## src/rtl/dmem_store_buffer.sv

```systemverilog
// dmem_store_buffer: posted-write FIFO between MEM stage and data memory; optional forwarding via SB_STORE_FWD_EN.
module dmem_store_buffer #(
  parameter int DEPTH = 4,
  parameter int CNT_W = $clog2(DEPTH) + 1
) (
  input  logic             clk,
  input  logic             rst,
  input  logic [1:0]       proc2Dmem_command,
  input  logic [31:0]      proc2Dmem_addr,
  input  logic [31:0]      proc2mem_data,
  output logic [31:0]      mem2proc_data,
  output logic             sb_stall,
  output logic [31:0]      mem_rd_addr,
  input  logic [31:0]      mem_rd_data,
  output logic             mem_wr_valid,
  input  logic             mem_wr_ready,
  output logic [31:0]      mem_wr_addr,
  output logic [31:0]      mem_wr_data,
  output logic [CNT_W-1:0] sb_count,
  output logic             sb_empty
);
  localparam int PW = $clog2(DEPTH);
  localparam logic [1:0] BUS_LOAD = 2'h1, BUS_STORE = 2'h2;
  logic [29:0] sb_addr [DEPTH];
  logic [31:0] sb_data [DEPTH];
  logic [PW-1:0] head, tail;
  logic [CNT_W-1:0] count;
  logic is_load, is_store, drain, accept, hit;
  logic [31:0] fwd_data;
  assign is_load = proc2Dmem_command == BUS_LOAD;
  assign is_store = proc2Dmem_command == BUS_STORE;
  assign sb_count = count;
  assign sb_empty = count == '0;
  assign mem_rd_addr = proc2Dmem_addr;
  assign mem_wr_valid = !sb_empty;
  assign mem_wr_addr = mem_wr_valid ? {sb_addr[head], 2'b00} : '0;
  assign mem_wr_data = mem_wr_valid ? sb_data[head] : '0;
  assign drain = mem_wr_valid & mem_wr_ready;
  assign accept = is_store & ((count < CNT_W'(DEPTH)) | drain);
  // Scan oldest to youngest so the last match (closest to tail) wins.
  always_comb begin
    hit = 1'b0;
    fwd_data = '0;
    for (int i = 0; i < DEPTH; i++) begin
      if ((CNT_W'(i) < count) && (sb_addr[head + PW'(i)] == proc2Dmem_addr[31:2])) begin
        hit = 1'b1;
        fwd_data = sb_data[head + PW'(i)];
      end
    end
  end
`ifdef SB_STORE_FWD_EN
  assign mem2proc_data = !is_load ? '0 : hit ? fwd_data : mem_rd_data;
  assign sb_stall = is_store & !accept;
`else
  logic unused_fwd;
  assign unused_fwd = ^fwd_data;
  assign mem2proc_data = is_load ? mem_rd_data : '0;
  assign sb_stall = (is_store & !accept) | (is_load & hit);
`endif
  always_ff @(posedge clk) begin
    if (accept) begin
      sb_addr[tail] <= proc2Dmem_addr[31:2];
      sb_data[tail] <= proc2mem_data;
    end
  end
  always_ff @(posedge clk or posedge rst) begin
    if (rst) begin
      head <= '0;
      tail <= '0;
      count <= '0;
    end else begin
      head <= drain ? head + 1'b1 : head;
      tail <= accept ? tail + 1'b1 : tail;
      count <= count + CNT_W'(accept) - CNT_W'(drain);
    end
  end
endmodule

```

## config.mk

```make
export PLATFORM = sky130hd
export DESIGN_NAME = dmem_store_buffer
export DESIGN_NICKNAME = d
export VERILOG_FILES = /design/src/rtl/dmem_store_buffer.sv
export SDC_FILE = /design/constraint.sdc
export NUM_CORES = 1
export LEC_CHECK = 0
export CORE_ASPECT_RATIO = 0.9
export CORE_UTILIZATION = 60
export CTS_BUF_LIST = sky130_fd_sc_hd__clkbuf_8
export DETAILED_ROUTE_END_ITERATION = 8
export HOLD_SLACK_MARGIN = 0.06
export PLACE_DENSITY = 0.86
export SLEW_MARGIN = 0
export SYNTH_ARGS = -nofsm -noshare
export SYNTH_HDL_FRONTEND = slang
export SYNTH_SLANG_ARGS = --single-unit
```

## constraint.sdc

```tcl
create_clock -name clk -period 6.9 [get_ports clk]
set_input_delay 1.38 -clock clk [delete_from_list [all_inputs] [get_ports clk]]
set_output_delay 1.38 -clock clk [all_outputs]
set_load 0.02 [all_outputs]
```

# Word-level counts from Yosys, hierarchy flattened

Memory sizes are Yosys's and may differ from the RTL's.
Cells that the tools add are included.

Memories: 2
Logic and storage cells: 44
Register bits after elaboration: 7
Output and inout port bits: 134
RAM bits: 248

Memory list:

| name    | depth | bits a word | rd ports | clocked after memory_dff | write ports | RTL line | text |
|---|---|---|---|---|---|---|---|
| sb_data | 4     | 32          | 1        | 0                        | 1           | 25       | `logic [31:0] sb_data [DEPTH];` |
| sb_addr | 4     | 30          | 4        | 0                        | 1           | 24       | `logic [29:0] sb_addr [DEPTH];` |

Add/subtract/negate cells: 6
Muxes and demuxes: 9
Reduce and logical (&&, ||, !) cells: 7
Bitwise operators: 6
Order comparisons: 5
Equality and inequality tests: 6

Operators by type and width:

| operator                                             | number |
|---|---|
| equality test 30 bit                                 | 4 |
| 2-to-1 mux 32 bit                                    | 3 |
| < comparator 1 x 3 -> 1 bit (first input constant)   | 2 |
| < comparator 2 x 3 -> 1 bit (first input constant)   | 2 |
| 2-to-1 mux 1 bit                                     | 6 |
| adder 2 x 1 -> 2 bit (second input constant)         | 2 |
| adder 2 bit (second input constant)                  | 2 |
| AND 1 bit                                            | 4 |
| logical AND 1 bit                                    | 4 |
| adder 3 x 1 -> 3 bit                                 | 1 |
| zero test 3 bit                                      | 1 |
| < comparator 3 bit (second input constant)           | 1 |
| subtractor 3 x 1 -> 3 bit                            | 1 |
| equality test 2 x 1 -> 1 bit (second input constant) | 1 |
| equality test 2 bit (second input constant)          | 1 |
| zero test 1 bit                                      | 2 |
| bitwise OR 1 bit                                     | 2 |

# Longest topological paths before layout

An unclocked memory read counts as a cell.

Depth after elaboration: 9
Depth in mapped cells: 12

# Worst setup path after synthesis

Ideal clock, no wire load.

Path kind: input to output
From: input port proc2Dmem_addr[13]
To: output port sb_stall
Path slack: 2.344 ns
Arrival: 3.176 ns
Path buffers: 1
Data required time: 5.520 ns
Stages: 8
Cell sequence: clkbuf_1 > xnor2_1 > a221o_1 > nor4_1 > a41oi_1 > or4_1 > o21bai_1 > a211o_1

Cells in the longest elaborated chain, start to end: 8
Elaborated cells on any way between the ends: 14

RTL lines:

| element                        | RTL line | text |
|---|---|---|
| start, declared                | 9        | `input logic [31:0] proc2Dmem_addr,` |
| equality test 30 bit           | 45       | `if ((CNT_W'(i) < count) && (sb_addr[head + PW'(i)] == proc2Dmem_addr[31:2])) begin` |
| logical AND 1 bit              | 45       |  |
| 2-to-1 mux 1 bit (3 in series) | 45       |  |
| 2-to-1 mux 1 bit *             | 45       |  |
| AND 1 bit *                    | 58       | `assign sb_stall = (is_store & !accept) \| (is_load & hit);` |
| bitwise OR 1 bit *             | 58       |  |
| end, declared                  | 12       | `output logic sb_stall,` |

Every way passes the cells marked *; elsewhere a longest branch is shown, timed or not.

# Worst setup path in the final report

From: register head[1]
To: output port sb_stall

Cells in the longest elaborated chain, start to end: 9
Elaborated cells on any way between the ends: 18

RTL lines:

| element                                                            | RTL line | text |
|---|---|---|
| start, declared                                                    | 26       | `logic [PW-1:0] head, tail;` |
| start signal, assigned                                             | 72       | `head <= drain ? head + 1'b1 : head;` |
| adder 2 x 1 -> 2 bit / memory (4 x 30 bit) (equally long branches) | -        |  |
| memory (4 x 30 bit) *                                              | -        |  |
| equality test 30 bit / logical AND 1 bit (equally long branches)   | 45       |  |
| logical AND 1 bit / 2-to-1 mux 1 bit (equally long branches)       | 45       |  |
| 2-to-1 mux 1 bit (2 in series)                                     | 45       |  |
| 2-to-1 mux 1 bit *                                                 | 45       |  |
| AND 1 bit *                                                        | 58       |  |
| bitwise OR 1 bit *                                                 | 58       |  |

Marks and branches as above.

==> results.toml <==
[place]
gp_congestion = 0.9918
place_hpwl_microns = 25000
dp.cells = 1473
port_buffers = 228

[routing]
drtIter0Drc = 969
wl_per_cell_microns = 24.12
drc = 0
wl_microns = 37400
vias_per_cell = 6.126
antenna_left = 0
vias = 9501
dr.pass1.iters = 5

[clock_network]
path_clk_slew_ps = 70
worst_skew_pair.late_latency_ps = 560
cts_root_buf = "clkbuf_8"
cts_tree = "yes"
numCtsBuffers = 43
cts-htree-levels = 2
ctsResizeCount = 0
cts.sinks = 255
postCtsHoldBufs = 0
clock_path_buffers = 3
cts_setup_buffers = 0

[timing]
grt_setup_unrepaired = "false"
setup_tns_ps = 0
tightest_slew_ps = 1076
slew_viol_final = 0
post-route-period-util_pct = 86.62
setup_viol = 0
timing.fmax_mhz = 167.3
fin_crit_ps = 5977
hold_viol = 0
relSlewSlack_pct = 28.27
finClkSkew_ps = 16.34

[synth]
syn_area_per_cell_sq_um = 13.43
ys_seq_area_share_pct = 55.33
synth_ff_type = "edfxtp_1"
syn_area_sq_um = 13780
yosys-top-cells-area = "edfxtp_1 54%, mux2i_1 8.3%, mux4_2 7.8%"
synth.distinct_cells = 58
synth_edf_count = 248
synth_top_area_share_pct = 54.06
async_flop_share_pct = 2.745
ys_warn_count = 0
yosysTopAreaCell = "edfxtp_1"
synth-seq-cells = 255
syn-instance-count = 1026

[global_route]
grt_pass1_wl_microns = 56330
grt_pass1_vias = 9603
globalRouteOverflowTotal = 0
grt_max_degree = 51
antenna_found_initial = 0
track_usage_pct = 32.10

[worst_setup_path]
setup.worst_path.end_class = "output port"
regToRegEndpoint = "sb_addr[1][21]$_DFFE_PP_"
required_ps = 5520
crit_type = "flip-flop to output port"
path_max_fanout = 47
startpoint_type = "flip-flop"
endpoint = "sb_stall"
r2r_slack_ps = 3380
cp.arrival_ps = 4600
r2r-start = "sb_count[2]$_DFF_PP0_"
setup.worst_path.start = "head[1]$_DFFE_PP0P_"
rr_worst_depth = 5

[power]
p_sw_share_pct = 39.87
power.share.clock_pct = 18.7
pwr_density_cell_nw_per_um2 = 404.0
peakVddDrop_uv = 379.7
p_int_uw = 4086
p_leak_uw = 0.006055
p_comb_share_pct = 51.6
pwr-share-seq_pct = 29.7
power_switching_uw = 2710

[floorplan]
ioPinCount = 235
die_area_sq_um = 23570
initial_core_util_pct = 61.19
core_sq_um = 22510
die_x_microns = 161.7
die_h_microns = 145.8
rows = 52

[layout]
nFillCells = 1438
drive_gt1_share_pct = 12.60
fin_util_pct = 74.72
area_delta_synth_final_pct = 22.11
num_antenna_cells = 0
nets = 1331
final_cells = 1551

[run_status]
status = "complete, no violations"

[min_path]
min_path_type = "flip-flop to flip-flop"

[flow_run]
cap_violations = 0
==> worst min path at each step <==
| stage | to | cells past startpoint | start | slack (ps) |
|---|---|---|---|---|
| finish | tail[1]$_DFFE_PP0P_ | 2 | tail[1]$_DFFE_PP0P_ | 660 |
| global route | tail[1]$_DFFE_PP0P_ | 2 | tail[1]$_DFFE_PP0P_ | 700 |
| CTS | tail[1]$_DFFE_PP0P_ | 2 | tail[1]$_DFFE_PP0P_ | 660 |
| detailed placement | tail[1]$_DFFE_PP0P_ | 2 | tail[1]$_DFFE_PP0P_ | 650 |
| global placement | sb_count[0]$_DFF_PP0_ | 1 | sb_count[0]$_DFF_PP0_ | 610 |
| floorplan | tail[1]$_DFFE_PP0P_ | 2 | tail[1]$_DFFE_PP0P_ | 580 |
==> cell type report <==
| cell class | instances | area, sq um | area share [%] |
|---|---|---|---|
| multi-input combinational | 653 | 5472 | 32.53 |
| clock buffer | 46 | 633.1 | 3.764 |
| sequential | 255 | 7630 | 45.36 |
| tap | 297 | 371.6 | 2.209 |
| clock inverter | 32 | 172.7 | 1.026 |
| timing repair buffer | 254 | 2490 | 14.80 |
| inverter | 14 | 52.55 | 0.3124 |
==> power groups by stage <==
| stage | Sequential [uW] | Clock, uW | Combinational (uW) |
|---|---|---|---|
| final | 2020 | 1270 | 3500 |
| after global routing | 2040 | 1350 | 3710 |
| after CTS | 2020 | 1280 | 3500 |
| after detailed placement | 2040 | 0 | 3460 |
| after global placement | 2030 | 0 | 3400 |
| after floorplan | 1950 | 0 | 2370 |
==> sequential cells by signal, summed over array words and instances (netlist names) <==
name / cells
sb_count: 3
tail: 2
head: 2
sb_addr: 120
sb_data: 128
==> placed cells by master, fill, tap and decap left out, drive strengths merged, types with 10 or more instances in the layout <==
cell type,Yosys,layout
nand4,10,10
mux2i,117,117
nand2,79,79
mux2,15,15
xor2,54,54
buf,74,26
xnor2,43,43
nor2,40,40
mux4,48,48
nor4,16,16
and2,88,88
edfxtp,248,248
clkbuf,31,46
inv,14,34
clkdlybuf4s50,0,228
clkinv,0,10
a21oi,20,20
o21ai,32,32
==> layer usage <==
metal | vias to the layer above | routed length (microns) | part of all wire, % | GRT usage [%]
met2 | 524 | 18320 | 49 | 53.02
met4 | 0 | 1078 | 2.9 | 10.28
met3 | 78 | 3169 | 8.5 | 6.355
met5 | - | 0 | 0 | 0
li1 | 4190 | - | - | -
met1 | 4709 | 14840 | 40 | 43.00
==> critical path, stage by stage (launching register included) <==
cell and delay, ps:
dfrtp_4 780, buf_12 360, buf_4 240, mux2i_1 440
nand2_1 100, o21a_1 140, xor2_1 150, nor4_1 510
nand4_1 190, o41ai_1 280, a211o_1 200, clkdlybuf4s50_1 620
==> kinds of logic after synthesis <==
group	count (synthesis)	share of synthesized area, %
AND/OR/NAND/NOR	256	9.419
flip-flops	255	55.33
adder cells (fa/ha/maj)	9	0.8720
buffers and inverters	119	5.032
AO/OA/AOI/OAI	109	5.432
XOR/XNOR	97	6.167
other	1	0.02722
multiplexers	180	17.72
==> Yosys cell counts (all sizes together), types with 8 or more instances <==
cell	n
edfxtp	248
mux2i	117
and2	88
nand2	79
buf	74
xor2	54
mux4	48
xnor2	43
nor2	40
o21ai	32
clkbuf	31
a21oi	20
nor4	16
mux2	15
inv	14
nand4	10
o22ai	9
ha	8
nor3	8
==> per-stage QoR <==
| stage | instance area (sq um) | hold WS (ps) | worst slack (ps) | power (uW) |
|---|---|---|---|---|
| after floorplan | 13780 | 579.6 | 2344 | 4319 |
| after global placement | 16020 | 605.9 | 1031 | 5424 |
| after detailed placement | 16020 | 650.2 | 1014 | 5499 |
| after CTS | 16820 | 660.0 | 954.9 | 6794 |
| after global routing | 16820 | 702.0 | 716.3 | 7099 |
| final | 16820 | 664.1 | 923.4 | 6796 |
Power figures use the tool's default switching activity.
